## src/rtl/serial_add_pkg.sv

```systemverilog
// Shared types and helpers for the bit-serial adder controller.
// Holds the FSM state encoding and the bit-counter width derivation.
package serial_add_pkg;

  typedef enum logic [1:0] {
    S_IDLE,
    S_RUN,
    S_DONE
  } sa_state_t;

  // One extra bit so the counter can represent WIDTH itself without wrapping.
  function automatic int cnt_width(input int width);
    return $clog2(width) + 1;
  endfunction

endpackage

```

## src/rtl/fa_cell.sv

```systemverilog
// Combinational 1-bit full adder; the only arithmetic in the serial adder.
module fa_cell (
  input  logic a,
  input  logic b,
  input  logic carry_in,
  output logic sum,
  output logic carry_out
);

  assign sum       = a ^ b ^ carry_in;
  assign carry_out = (a & b) | (a & carry_in) | (b & carry_in);

endmodule

```

## src/rtl/serial_adder_ctrl.sv

```systemverilog
// Bit-serial WIDTH-bit adder: accepts a/b/cin, ripples them LSB-first through
// one full-adder cell over WIDTH cycles, then presents sum/cout until taken.
module serial_adder_ctrl
  import serial_add_pkg::*;
#(
  parameter int WIDTH = 8
) (
  input  logic             clk,
  input  logic             rst_n,
  input  logic             in_valid,
  output logic             in_ready,
  input  logic [WIDTH-1:0] a,
  input  logic [WIDTH-1:0] b,
  input  logic             cin,
  output logic             out_valid,
  input  logic             out_ready,
  output logic [WIDTH-1:0] sum,
  output logic             cout,
  output logic             busy,
  output sa_state_t        state
);

  localparam int CNT_W = cnt_width(WIDTH);

  // Handshakes: a transfer happens on a rising edge where valid && ready are
  // both high. in_ready/out_valid depend only on state, never on inputs.
  sa_state_t        state_q;
  sa_state_t        state_d;
  logic [WIDTH-1:0] a_sr;
  logic [WIDTH-1:0] b_sr;
  logic [WIDTH-1:0] sum_sr;
  logic [WIDTH-1:0] sum_shift;
  logic             carry_q;
  logic [CNT_W-1:0] cnt;
  logic             s_bit;
  logic             co_bit;
  logic             last_bit;

  fa_cell u_fa (
    .a         (a_sr[0]),
    .b         (b_sr[0]),
    .carry_in  (carry_q),
    .sum       (s_bit),
    .carry_out (co_bit)
  );

  assign last_bit  = (cnt == CNT_W'(WIDTH - 1));
  // New bit enters at the MSB so that after WIDTH shifts bit 0 is the LSB.
  assign sum_shift = (sum_sr >> 1) | (WIDTH'(s_bit) << (WIDTH - 1));

  assign in_ready  = (state_q == S_IDLE);
  assign out_valid = (state_q == S_DONE);
  assign busy      = (state_q != S_IDLE);
  assign state     = state_q;

  always_comb begin
    state_d = state_q;
    case (state_q)
      S_IDLE:  if (in_valid)  state_d = S_RUN;
      S_RUN:   if (last_bit)  state_d = S_DONE;
      S_DONE:  if (out_ready) state_d = S_IDLE;
      default: state_d = S_IDLE;
    endcase
  end

  always_ff @(posedge clk or negedge rst_n) begin
    if (!rst_n) begin
      state_q <= S_IDLE;
    end else begin
      state_q <= state_d;
    end
  end

  always_ff @(posedge clk or negedge rst_n) begin
    if (!rst_n) begin
      a_sr    <= '0;
      b_sr    <= '0;
      sum_sr  <= '0;
      carry_q <= 1'b0;
      cnt     <= '0;
      sum     <= '0;
      cout    <= 1'b0;
    end else begin
      case (state_q)
        S_IDLE: begin
          if (in_valid) begin
            a_sr    <= a;
            b_sr    <= b;
            carry_q <= cin;
            sum_sr  <= '0;
            cnt     <= '0;
          end
        end
        S_RUN: begin
          a_sr    <= a_sr >> 1;
          b_sr    <= b_sr >> 1;
          sum_sr  <= sum_shift;
          carry_q <= co_bit;
          cnt     <= cnt + CNT_W'(1);
          if (last_bit) begin
            sum  <= sum_shift;
            cout <= co_bit;
          end
        end
        default: ;
      endcase
    end
  end

endmodule

```

## config.mk

```make
export PLATFORM = sky130hd
export DESIGN_NAME = serial_adder_ctrl
export DESIGN_NICKNAME = d
export VERILOG_FILES = /design/src/rtl/serial_add_pkg.sv /design/src/rtl/fa_cell.sv /design/src/rtl/serial_adder_ctrl.sv
export SDC_FILE = /design/constraint.sdc
export NUM_CORES = 1
export LEC_CHECK = 0
export ABC_AREA = 1
export ABC_CLOCK_PERIOD_IN_PS = 1800
export CAP_MARGIN = 20
export CELL_PAD_IN_SITES_DETAIL_PLACEMENT = 0
export CELL_PAD_IN_SITES_GLOBAL_PLACEMENT = 2
export CORE_UTILIZATION = 32
export DETAILED_ROUTE_END_ITERATION = 10
export GPL_TIMING_DRIVEN = 0
export HOLD_SLACK_MARGIN = 0.03
export PLACE_DENSITY = 0.88
export SYNTH_ARGS = -nofsm -noshare
export SYNTH_HDL_FRONTEND = slang
export SYNTH_SLANG_ARGS = --single-unit
```

## constraint.sdc

```tcl
create_clock -name clk -period 1.8 [get_ports clk]
set_clock_uncertainty 0.05 [all_clocks]
set_input_delay 0.36 -clock clk [delete_from_list [all_inputs] [get_ports clk]]
set_output_delay 0.36 -clock clk [all_outputs]
set_load 0.02 [all_outputs]
```

Yosys cells after proc, flatten, opt, wreduce, memory -nomap -nowiden
Index checks and enable logic that the tools add are counted.

Flip-flop bits (word level): 40. Word-level logic and storage cells: 43. Input port bits: 21. Output and inout port bits: 14.

Bitwise logic cells: 8. Muxes and demuxes: 14. Equality and inequality tests: 6. Add/sub/neg operators: 1. Reduce and logical (&&, ||, !) cells: 6.

Operator list (count): 8-bit one-hot mux with 2 select lines (3); 8-bit 2-to-1 mux (3); 7-bit by 8-bit OR with 8-bit output (1); 4-bit one-hot mux with 2 select lines (1); 2-bit 2-to-1 mux (3); 2-bit one-hot mux with 3 select lines (1); 4-bit by 1-bit adder with 4-bit output (second input constant) (1); 4-bit by 3-bit == test with 1-bit output (second input constant) (1); 4-bit 2-to-1 mux (1); 2-bit inequality test (second input constant) (2); 2-bit AND reduction (2); 2-bit nonzero test (2); 1-bit bitwise AND (3); 3-bit AND reduction (1); 2-bit by 1-bit == test with 1-bit output (second input constant) (1); 2-bit == test (second input constant) (1); 2-bit zero test (1); 2-bit by 1-bit inequality test with 1-bit output (second input constant) (1); 1-bit OR (2); 1-bit one-hot mux with 2 select lines (1); 1-bit bitwise XOR (2); 1-bit 2-to-1 mux (1).

Depth between registers and ports, before layout
Gate-level depths: netlist of the first run.

Word-level depth: 4. Gate-level depth with buffers: 6. Depth with buffers taken out: 6.

Modules after synthesis
Synthesis of the first run repeated with hierarchy kept, for this count alone.

Cell total of the unflattened synthesis: 198. Area, all modules: 1730.4 um2.

Modules (own cells, without submodules): serial_adder_ctrl (area an instance 1710.4 um2, seq. area each 975.9 um2, times used 1, cells each 197); fa_cell (area an instance 20.0 um2, seq. area each 0.0 um2, times used 1, cells each 1).

Worst setup path after synthesis of the first run
No wires, ideal clock.

Path kind: reg-to-output. Start: register state_q[0], in the netlist state[0]. End: output port busy. Path slack: 0.302 ns. Arrival: 1.088 ns. Cell stages (with the launch flop): 4. Path buffers: 1. Data required time: 1.390 ns. Path through: dfrtp_1 nor2_2 buf_4 inv_1.

Cells in the longest elaborated chain, start to end: 1.

Ends and longest elaborated chain: start, declared (line serial_adder_ctrl.sv:27) `sa_state_t state_q;`; start signal, assigned (line serial_adder_ctrl.sv:70) `state_q <= state_d;`; 2-bit nonzero test (line serial_adder_ctrl.sv:53) `assign busy = (state_q != S_IDLE);`; end, declared (line serial_adder_ctrl.sv:19) `output logic busy,`.

No other way between the ends.

Worst setup path after layout of the first run
Start: register state_q[1], in the netlist state[1]. End: output port busy.

Same word-level chain as after synthesis.

==> flow_summary_export.csv, run 1 <==
group,metric,value,unit
clock_tree,cts_buffers,5,
worst_setup_path,path_delay_family,"buffers and inverters",
sta,rsz0062_at_grt,"no",
power_and_ir_drop,internal_power,2.25,mW
place,dp_cells,302,
worst_hold_path,holdCritPathClass,"input port to register",
global_route,grt_pass1_vias,1434,
place,port_buffers,33,
place,dp_hpwl,2660,µm
yosys,ys_seq_area_share,56.4,%
worst_hold_path,hold_depth,3,
clock_tree,insertion_delay,0.29,ns
yosys,synth_cell_types,20,
detailed_routing,wl,3980,µm
power_and_ir_drop,irDropWorstVdd,0.000608,V
yosys,synth_cells,198,
sta,hold_violations,0,
finish,final_cell_mix,"68 x nand2_1, 61 x nand3_1, 37 x dfrtp_1",
global_route,grt_max_degree,40,
power_and_ir_drop,p_sw_share,37.9,%
sta,whs,0.367,ns
clock_tree,cts_tree,"built",
detailed_routing,firstDrtPassIters,5,
detailed_routing,drc_errors,0,
finish,layout_commonest_cell,"nand2_1",
power_and_ir_drop,power.leakage,1.15,nW
clock_tree,cts_buffer_depth,2,
floorplanning,dieArea,5710,µm²
yosys,syn_area,1730,µm²
yosys,synth_warnings,0,
power_and_ir_drop,combPwrFrac,41.9,%
worst_setup_path,path_buf_inv,3,
worst_setup_path,r2r_cells,6,
global_route,overflow,0,
detailed_routing,vias,1490,
status,status,"completed",
worst_setup_path,path_max_fanout,6,
yosys,synth-seq-cells,39,
floorplanning,fp-row-count,26,
detailed_routing,ant_nets,0,
sta,worstMarginPinSlew,0.443,ns
clock_tree,htreeDepth,2,
global_route,busiest_layer,"met2",
power_and_ir_drop,total_power,3.62,mW
global_route,grt_pass1_wl,6690,µm
finish,final_cells,319,
sta,finalSetupViolations,0,
power_and_ir_drop,p_seq_share,40.3,%
finish,drive_gt1_share,14.1,%
sta,min_period_over_period,97.3,%
worst_setup_path,worstPathRequired,1.39,ns
floorplanning,die_w,75.5,µm
yosys,syn_nets,221,
detailed_routing,vias_per_cell,4.67,
global_route,grtUsageMet3,4.23,%
detailed_routing,drtIter0Drc,54,
worst_setup_path,worstSetupPathType,"register to output pin",
sta,fmax,571,MHz
worst_setup_path,cp_data_arrival_time,1.34,ns
power_and_ir_drop,power_frac_clock,17.9,%
global_route,met2_usage,23.9,%
sta,period_minus_slack,1.75,ns
finish,fin_nets,271,
floorplanning,die_h,75.5,µm
yosys,syn_avg_cell_area,8.74,µm²
place,gp_congestion,0.738,
worst_setup_path,cp-end-kind,"output pin",
sta,slew_headroom,70.4,%
finish,syn_to_final_growth,35.4,%
global_route,grt_use_total,15.9,%
detailed_routing,wl_per_cell,12.5,µm
worst_setup_path,path_cells,"nor2_4, buf_6, inv_1, dlygate4sd2_1",
sta,tns,0,ns
worst_setup_path,max_stage_delay,0.44,ns
sta,final_max_slew_viol_count,0,
clock_tree,path_clk_slew,0.07,ns
worst_setup_path,crit_cells,4,
clock_tree,cts_root_buf,"clkbuf_8",
floorplanning,fp.coreArea,5170,µm²
power_and_ir_drop,p_per_area,1550,nW/µm²
power_and_ir_drop,switching_power,1.37,mW
worst_setup_path,startpoint_type,"register",
job,cap_violations,0,
worst_setup_path,slowest_stage,"dfrtp_2",
global_route,use_met1,22.3,%
clock_tree,clock_sinks,39,
global_route,antenna_found_initial,0,
finish,diodes,0,
floorplanning,initial_core_util,33.5,%
floorplanning,io_pins,35,
==> registers in the layout, indices dropped and copies added (netlist names) <==
signal	cells
sum_sr	7
cnt	4
sum	8
cout	1
a_sr	8
b_sr	8
carry_q	1
state	2
==> power by group through the flow <==
| stage | clock network [mW] | registers (mW) | logic, mW |
|---|---|---|---|
| 5_1_grt | 0.700 | 1.51 | 1.71 |
| 4_1_cts | 0.673 | 1.46 | 1.48 |
| 3_5_place_dp | 0 | 1.48 | 1.41 |
| 3_3_place_gp | 0 | 1.47 | 1.39 |
| 2_1_floorplan | 0 | 1.54 | 0.814 |
| 6_report | 0.647 | 1.46 | 1.52 |
==> path summary, 6_finish.rpt <==
| kind | from | to | slack [ns] |
|---|---|---|---|
| worst max register to register | state[1]$_DFFE_PN0P_ | cout$_DFFE_PN0P_ | 0.41 |
| worst max-delay path | state[1]$_DFFE_PN0P_ | busy | 0.05 |
| worst min register to register | sum[2]$_DFFE_PN0P_ | sum[2]$_DFFE_PN0P_ | 0.43 |
| worst min-delay path | in_valid | b_sr[4]$_DFFE_PN0P_ | 0.37 |
| min in group asynchronous | rst_n | b_sr[3]$_DFFE_PN0P_ | 0.53 |
| max in group asynchronous | rst_n | state[0]$_DFFE_PN0P_ | 0.97 |
==> stage by stage <==
stage,utilization (%),setup slack [ns],cell area (µm²)
finish,45.3,0.0482,2340
global route,45.3,0.00693,2340
CTS,44.7,0.0165,2310
detailed placement,41.8,-0.204,2160
global placement,41.5,-0.718,2150
floorplan,-,0.302,1730
==> cell families after synthesis <==
logic type	count (synthesis)	synth area share (%)
AO/OA/AOI/OAI	4	1.45
adder cells (fa/ha/maj)	2	1.88
buffers and inverters	15	4.92
flip-flops	39	56.4
AND/OR/NAND/NOR	138	35.4
==> timing repair <==
item | 4_1_cts | 5_1_grt
setup endpoints to repair | 5 | 2
hold buffers | 1 | 0
gates resized for setup | 7 | 1
endpoints found under the hold margin | 39 | 0
setup buffers | 4 | 4
pin swaps | 1 | 0
==> layer usage <==
layer | part of all wire, % | vias to the layer above
li1 | - | 755
met1 | 51 | 694
met2 | 43 | 35
met3 | 4.2 | 6
met4 | 1.3 | 0
met5 | 0 | -
==> cell usage after synthesis <==
cell,count,area (µm²)
buf_2,4,20.0
buf_4,4,30.0
buf_6,1,11.3
clkbuf_1,1,3.75
clkbuf_2,1,5.00
dfrtp_1,39,976
fa_1,1,20.0
ha_1,1,12.5
inv_1,2,7.51
inv_2,2,7.51
nand2_1,68,255
nand2_2,1,6.26
nand3_1,61,305
nand4_1,1,6.26
nor2_1,4,15.0
nor2_2,2,12.5
nor2_4,1,11.3
o21ai_0,2,10.0
o21bai_1,1,7.51
o31ai_1,1,7.51
==> final cells by class <==
cell class,instances,area [µm²]
Fill cell,545,2830
Sequential cell,39,978
Multi-Input combinational cell,144,674
Timing Repair Buffer,43,413
Clock buffer,8,100
Tap cell,70,87.6
Buffer,11,73.8
Inverter,4,15.0
==> tightest hold or removal path, delay by kind of cell <==
kind	cells	cell delay, ns
buf+inv	1	0.14
simple gates	2	0.16
Power figures use the tool's default switching activity.
==> inputs of run 2 (changes only) <==
CORE_ASPECT_RATIO = 0.6   (was default)
==> run 2 against run 1 <==
Sequential power about the same; non-clock buffer count shrank 5; combinational power is essentially flat; critical path depth decreased by 3; design area is 3.4% lower; global-route usage is 0.11 points higher; critical path type unchanged; critical endpoint is now state[0]; largest power group unchanged.
==> flow_summary_export.csv, run 2 (same netlist as run 1, synthesis figures left out) <==
group,metric,value,unit
power_and_ir_drop,total_power,3.51,mW
clock_tree,clock_sinks,39,
power_and_ir_drop,power_frac_clock,16.1,%
power_and_ir_drop,p_sw_share,39.3,%
power_and_ir_drop,p_per_area,1550,nW/µm²
worst_setup_path,r2r_slack,0.35,ns
floorplanning,die_h,59.0,µm
global_route,grt_pass1_vias,1382,
detailed_routing,ant_nets,0,
finish,syn_to_final_growth,30.7,%
power_and_ir_drop,p_seq_share,41.6,%
finish,seq_area,978,µm²
global_route,grt_max_degree,40,
worst_setup_path,cp_data_arrival_time,1.32,ns
sta,min_period_over_period,96.2,%
sta,rsz0062_at_grt,"no",
finish,diodes,0,
status,status,"completed",
sta,finalSetupViolations,0,
worst_setup_path,max_stage_delay,0.62,ns
finish,final_cell_mix,"68 x nand2_1, 61 x nand3_1, 37 x dfrtp_1",
global_route,grtUsageMet3,4.51,%
finish,utilization,44.1,%
floorplanning,fp.coreArea,5130,µm²
detailed_routing,vias,1471,
sta,hold_violations,0,
global_route,grt_use_total,16.0,%
sta,final_max_slew_viol_count,0,
clock_tree,cts_buffer_depth,2,
global_route,use_met1,25.1,%
clock_tree,cts_tree,"built",
place,dp_hpwl,2770,µm
worst_hold_path,holdCritPathClass,"input port to async pin",
worst_setup_path,path_delay_family,"buffers and inverters",
clock_tree,insertion_delay,0.28,ns
detailed_routing,drtIter0Drc,62,
floorplanning,die_w,96.9,µm
detailed_routing,drc_errors,0,
worst_setup_path,path_buf_inv,1,
power_and_ir_drop,switching_power,1.38,mW
sta,slew_headroom,40.3,%
worst_setup_path,path_cells,"clkdlybuf4s50_1",
clock_tree,path_clk_slew,0.08,ns
finish,multi_input_area,674,µm²
power_and_ir_drop,combPwrFrac,42.3,%
sta,fmax,577,MHz
worst_setup_path,startpoint_type,"register",
floorplanning,dieArea,5720,µm²
floorplanning,initial_core_util,33.7,%
clock_tree,htreeDepth,2,
worst_setup_path,path_max_fanout,4,
job,cap_violations,0,
worst_setup_path,worstSetupPathType,"register to output pin",
floorplanning,io_pins,35,
power_and_ir_drop,irDropWorstVdd,0.000397,V
place,port_buffers,33,
finish,drive_gt1_share,12.7,%
global_route,busiest_layer,"met1",
global_route,antenna_found_initial,0,
global_route,grt_pass1_wl,7040,µm
floorplanning,fp-row-count,20,
global_route,overflow,0,
detailed_routing,wl,4100,µm
clock_tree,hold_buffers,0,
detailed_routing,wl_per_cell,13.2,µm
power_and_ir_drop,internal_power,2.13,mW
finish,layout_commonest_cell,"nand2_1",
global_route,met2_usage,20.8,%
sta,worstMarginPinSlew,0.896,ns
finish,fill_cells,526,
detailed_routing,firstDrtPassIters,4,
clock_tree,cts_buffers,5,
clock_tree,cts_root_buf,"clkbuf_8",
finish,fin_nets,266,
sta,period_minus_slack,1.73,ns
worst_setup_path,worstPathRequired,1.39,ns
worst_setup_path,cp-end-kind,"output pin",
finish,largest_registers,"a_sr (8), b_sr (8), sum (8)",
power_and_ir_drop,power.leakage,1.11,nW
worst_setup_path,slowest_stage,"clkdlybuf4s50_1",
detailed_routing,vias_per_cell,4.75,
place,gp_congestion,0.722,
-- run 2: worst reg2reg max path: stages (launching register included) --
cell and delay, ns:
dfrtp_2 0.44, buf_4 0.16, inv_2 0.08, nand2_1 0.11, nor2_2 0.36, nand2_1 0.12, nand2_1 0.08
-- run 2: layout make-up --
type / count / area share (%)
buffer: 11 / 3.26
clock buffer: 7 / 3.37
clock inverter: 1 / 0.221
inverter: 4 / 0.664
multi-input combinational: 144 / 29.8
sequential: 39 / 43.3
tap: 66 / 3.65
timing repair buffer: 38 / 15.8
-- run 2: power by group through the flow --
stage | Combinational, mW | Sequential [mW] | Clock [mW]
after floorplan | 0.814 | 1.54 | 0
after global placement | 1.42 | 1.47 | 0
after detailed placement | 1.42 | 1.47 | 0
after CTS | 1.49 | 1.46 | 0.586
after global routing | 1.67 | 1.52 | 0.620
final | 1.49 | 1.46 | 0.564
-- run 2: per-stage QoR --
| stage | setup TNS (ns) | instance area (µm²) | cells | setup slack, ns | hold WS (ns) |
|---|---|---|---|---|---|
| floorplan | 0 | 1730 | 198 | 0.302 | 0.0144 |
| global placement | -26.42 | 2140 | 297 | -0.669 | 0.415 |
| detailed placement | -0.349 | 2140 | 297 | -0.195 | 0.415 |
| CTS | 0 | 2260 | 309 | 0.0440 | 0.172 |
| global route | 0 | 2260 | 310 | 0.00972 | 0.212 |
| finish | 0 | 2260 | 310 | 0.0676 | 0.139 |
-- run 2: repair_timing --
action                     in CTS  in global routing
buffers inserted                4                  1
resized for setup               7                  3
pin swaps                       1                  1
setup endpoints to repair       5                  2
-- run 2: path summary, 6_finish.rpt --
check | from | to | cells after the start
setup / recovery | state[0]$_DFFE_PN0P_ | state[0] | 1
hold / removal | rst_n | state[1]$_DFFE_PN0P_ | 1
setup reg to reg | state[1]$_DFFE_PN0P_ | cout$_DFFE_PN0P_ | 6
hold reg to reg | sum[3]$_DFFE_PN0P_ | sum[3]$_DFFE_PN0P_ | 2
max in group asynchronous | rst_n | state[0]$_DFFE_PN0P_ | 1
min in group clk | in_valid | b_sr[5]$_DFFE_PN0P_ | 3
-- run 2: layer usage --
metal / share of wire, % / vias to the layer above / wire (µm)
li1: - / 748 / -
met1: 56 / 681 / 2310
met2: 37 / 40 / 1510
met3: 6.1 / 2 / 251
met4: 0.66 / 0 / 27
met5: 0 / - / 0
==> inputs of run 3 (changes only) <==
ABC_CLOCK_PERIOD_IN_PS = 1700   (was 1800)
CORE_UTILIZATION = 30   (was 32)
PLACE_DENSITY = default   (was 0.88)
PLACE_DENSITY_LB_ADDON = 0.1   (was default)
clock period = 1.7 ns   (was 1.8 ns; I/O delays follow)
==> run 3 against run 2 <==
Via count fell by 0.54%; critical path depth rose by 3; clock power rose by 5.5%; die area rose by 6.5%; wire length rose by 4.1%; combinational power rose by 5%; design area rose by 0.28%; sequential power rose by 7%; sequential cell count did not move; critical path type unchanged.
==> flow_summary_export.csv, run 3 (same netlist as run 1, synthesis figures left out) <==
group,metric,value,unit
sta,hold_violations,0,
worst_setup_path,cp-end-kind,"output pin",
global_route,grt_pass1_wl,7020,µm
global_route,overflow,0,
sta,period_minus_slack,1.65,ns
detailed_routing,wl,4260,µm
clock_tree,cts_buffer_depth,2,
detailed_routing,drtIter0Drc,58,
detailed_routing,vias_per_cell,4.57,
finish,fin_nets,265,
global_route,grt_max_degree,40,
clock_tree,cts_tree,"built",
floorplanning,die_w,100,µm
place,gp_congestion,0.710,
finish,final_cells,320,
worst_setup_path,startpoint_type,"register",
sta,whs,0.126,ns
sta,worstMarginPinSlew,0.897,ns
finish,drive_gt1_share,12.8,%
floorplanning,initial_core_util,32.6,%
sta,final_max_slew_viol_count,0,
clock_tree,clock_sinks,39,
finish,layout_commonest_cell,"nand2_1",
worst_hold_path,holdCritPathClass,"input port to async pin",
floorplanning,io_pins,35,
place,port_buffers,33,
global_route,antenna_found_initial,0,
sta,min_period_over_period,97.1,%
power_and_ir_drop,irDropWorstVdd,0.000399,V
place,dp_hpwl,3010,µm
clock_tree,hold_buffers,0,
global_route,grt_use_total,15.6,%
detailed_routing,drc_errors,0,
floorplanning,die_h,60.8,µm
floorplanning,fp.coreArea,5310,µm²
detailed_routing,firstDrtPassIters,5,
worst_setup_path,path_max_fanout,5,
clock_tree,htreeDepth,2,
power_and_ir_drop,p_per_area,1640,nW/µm²
detailed_routing,ant_nets,0,
clock_tree,insertion_delay,0.28,ns
finish,final_cell_mix,"68 x nand2_1, 61 x nand3_1, 37 x dfrtp_1",
clock_tree,path_clk_slew,0.07,ns
finish,largest_registers,"a_sr (8), b_sr (8), sum (8)",
sta,slew_headroom,40.2,%
worst_setup_path,cp_data_arrival_time,1.26,ns
clock_tree,cts_root_buf,"clkbuf_8",
worst_setup_path,worstSetupPathType,"register to output pin",
global_route,grt_pass1_vias,1361,
worst_setup_path,worstPathRequired,1.31,ns
detailed_routing,wl_per_cell,13.3,µm
clock_tree,cts_buffers,5,
finish,syn_to_final_growth,31.1,%
sta,finalSetupViolations,0,
power_and_ir_drop,power.leakage,1.11,nW
detailed_routing,vias,1463,
sta,fmax,606,MHz
job,cap_violations,0,
finish,diodes,0,
status,status,"completed",
floorplanning,fp-row-count,20,
floorplanning,dieArea,6090,µm²
place,dp_cells,308,
==> run 3: power breakdown <==
part	switching [mW]	internal (mW)
clock network	0.307	0.288
registers	0.264	1.29
logic	0.909	0.664
total	1.48	2.25
==> run 3: routing by layer <==
metal | vias to the layer above | wire (µm) | track usage (%)
met5 | - | 0 | 0
met4 | 0 | 46 | 4.97
met3 | 4 | 188 | 4.15
met2 | 30 | 1690 | 22.3
met1 | 689 | 2340 | 22.9
li1 | 740 | - | -
==> run 3: worst max-delay path, cell delays in order, from the launching register on <==
cell and delay, ns:
dfrtp_2 0.45, nor2_4 0.14, buf_6 0.12, inv_1 0.03, clkdlybuf4s15_2 0.24
==> run 3: worst paths after layout <==
kind / start / to / slack (ns) / cells past startpoint
max: state[0]$_DFFE_PN0P_ / busy / 0.05 / 4
min: rst_n / sum[3]$_DFFE_PN0P_ / 0.13 / 1
max reg2reg: cnt[0]$_DFFE_PN0P_ / sum[5]$_DFFE_PN0P_ / 0.30 / 5
min reg2reg: sum[3]$_DFFE_PN0P_ / sum[3]$_DFFE_PN0P_ / 0.43 / 2
max in group asynchronous: rst_n / state[0]$_DFFE_PN0P_ / 0.86 / 1
min in group clk: in_valid / b_sr[5]$_DFFE_PN0P_ / 0.36 / 3
==> run 3: area by class of cell <==
| type | instances | area, µm² |
|---|---|---|
| Multi-Input combinational cell | 144 | 674 |
| Fill cell | 560 | 3040 |
| Timing Repair Buffer | 37 | 349 |
| Tap cell | 77 | 96.3 |
| Buffer | 11 | 73.8 |
| Inverter | 4 | 15.0 |
| Clock inverter | 1 | 5.00 |
| Clock buffer | 7 | 76.3 |
| Sequential cell | 39 | 978 |
==> run 3: repair_timing <==
item                                    4_1_cts  5_1_grt
endpoints found under the setup margin        5        3
cloned                                        0        0
pin swaps                                     1        1
setup buffers                                 3        1
endpoints found under the hold margin         0        0
gates resized for setup                      12        2
==> run 3: stage by stage <==
| step | area (µm²) | worst slack (ns) | setup TNS [ns] | utilization [%] | power, mW |
|---|---|---|---|---|---|
| 2_1_floorplan | 1730 | 0.222 | 0 | - | 2.49 |
| 3_3_place_gp | 2160 | -0.693 | -27.49 | 40.7 | 3.05 |
| 3_5_place_dp | 2150 | -0.319 | -0.597 | 40.6 | 3.10 |
| 4_1_cts | 2260 | 0.00225 | 0 | 42.7 | 3.75 |
| 5_1_grt | 2270 | -0.000184 | -0.000184 | 42.8 | 4.04 |
| 6_report | 2270 | 0.0488 | 0 | 42.8 | 3.73 |
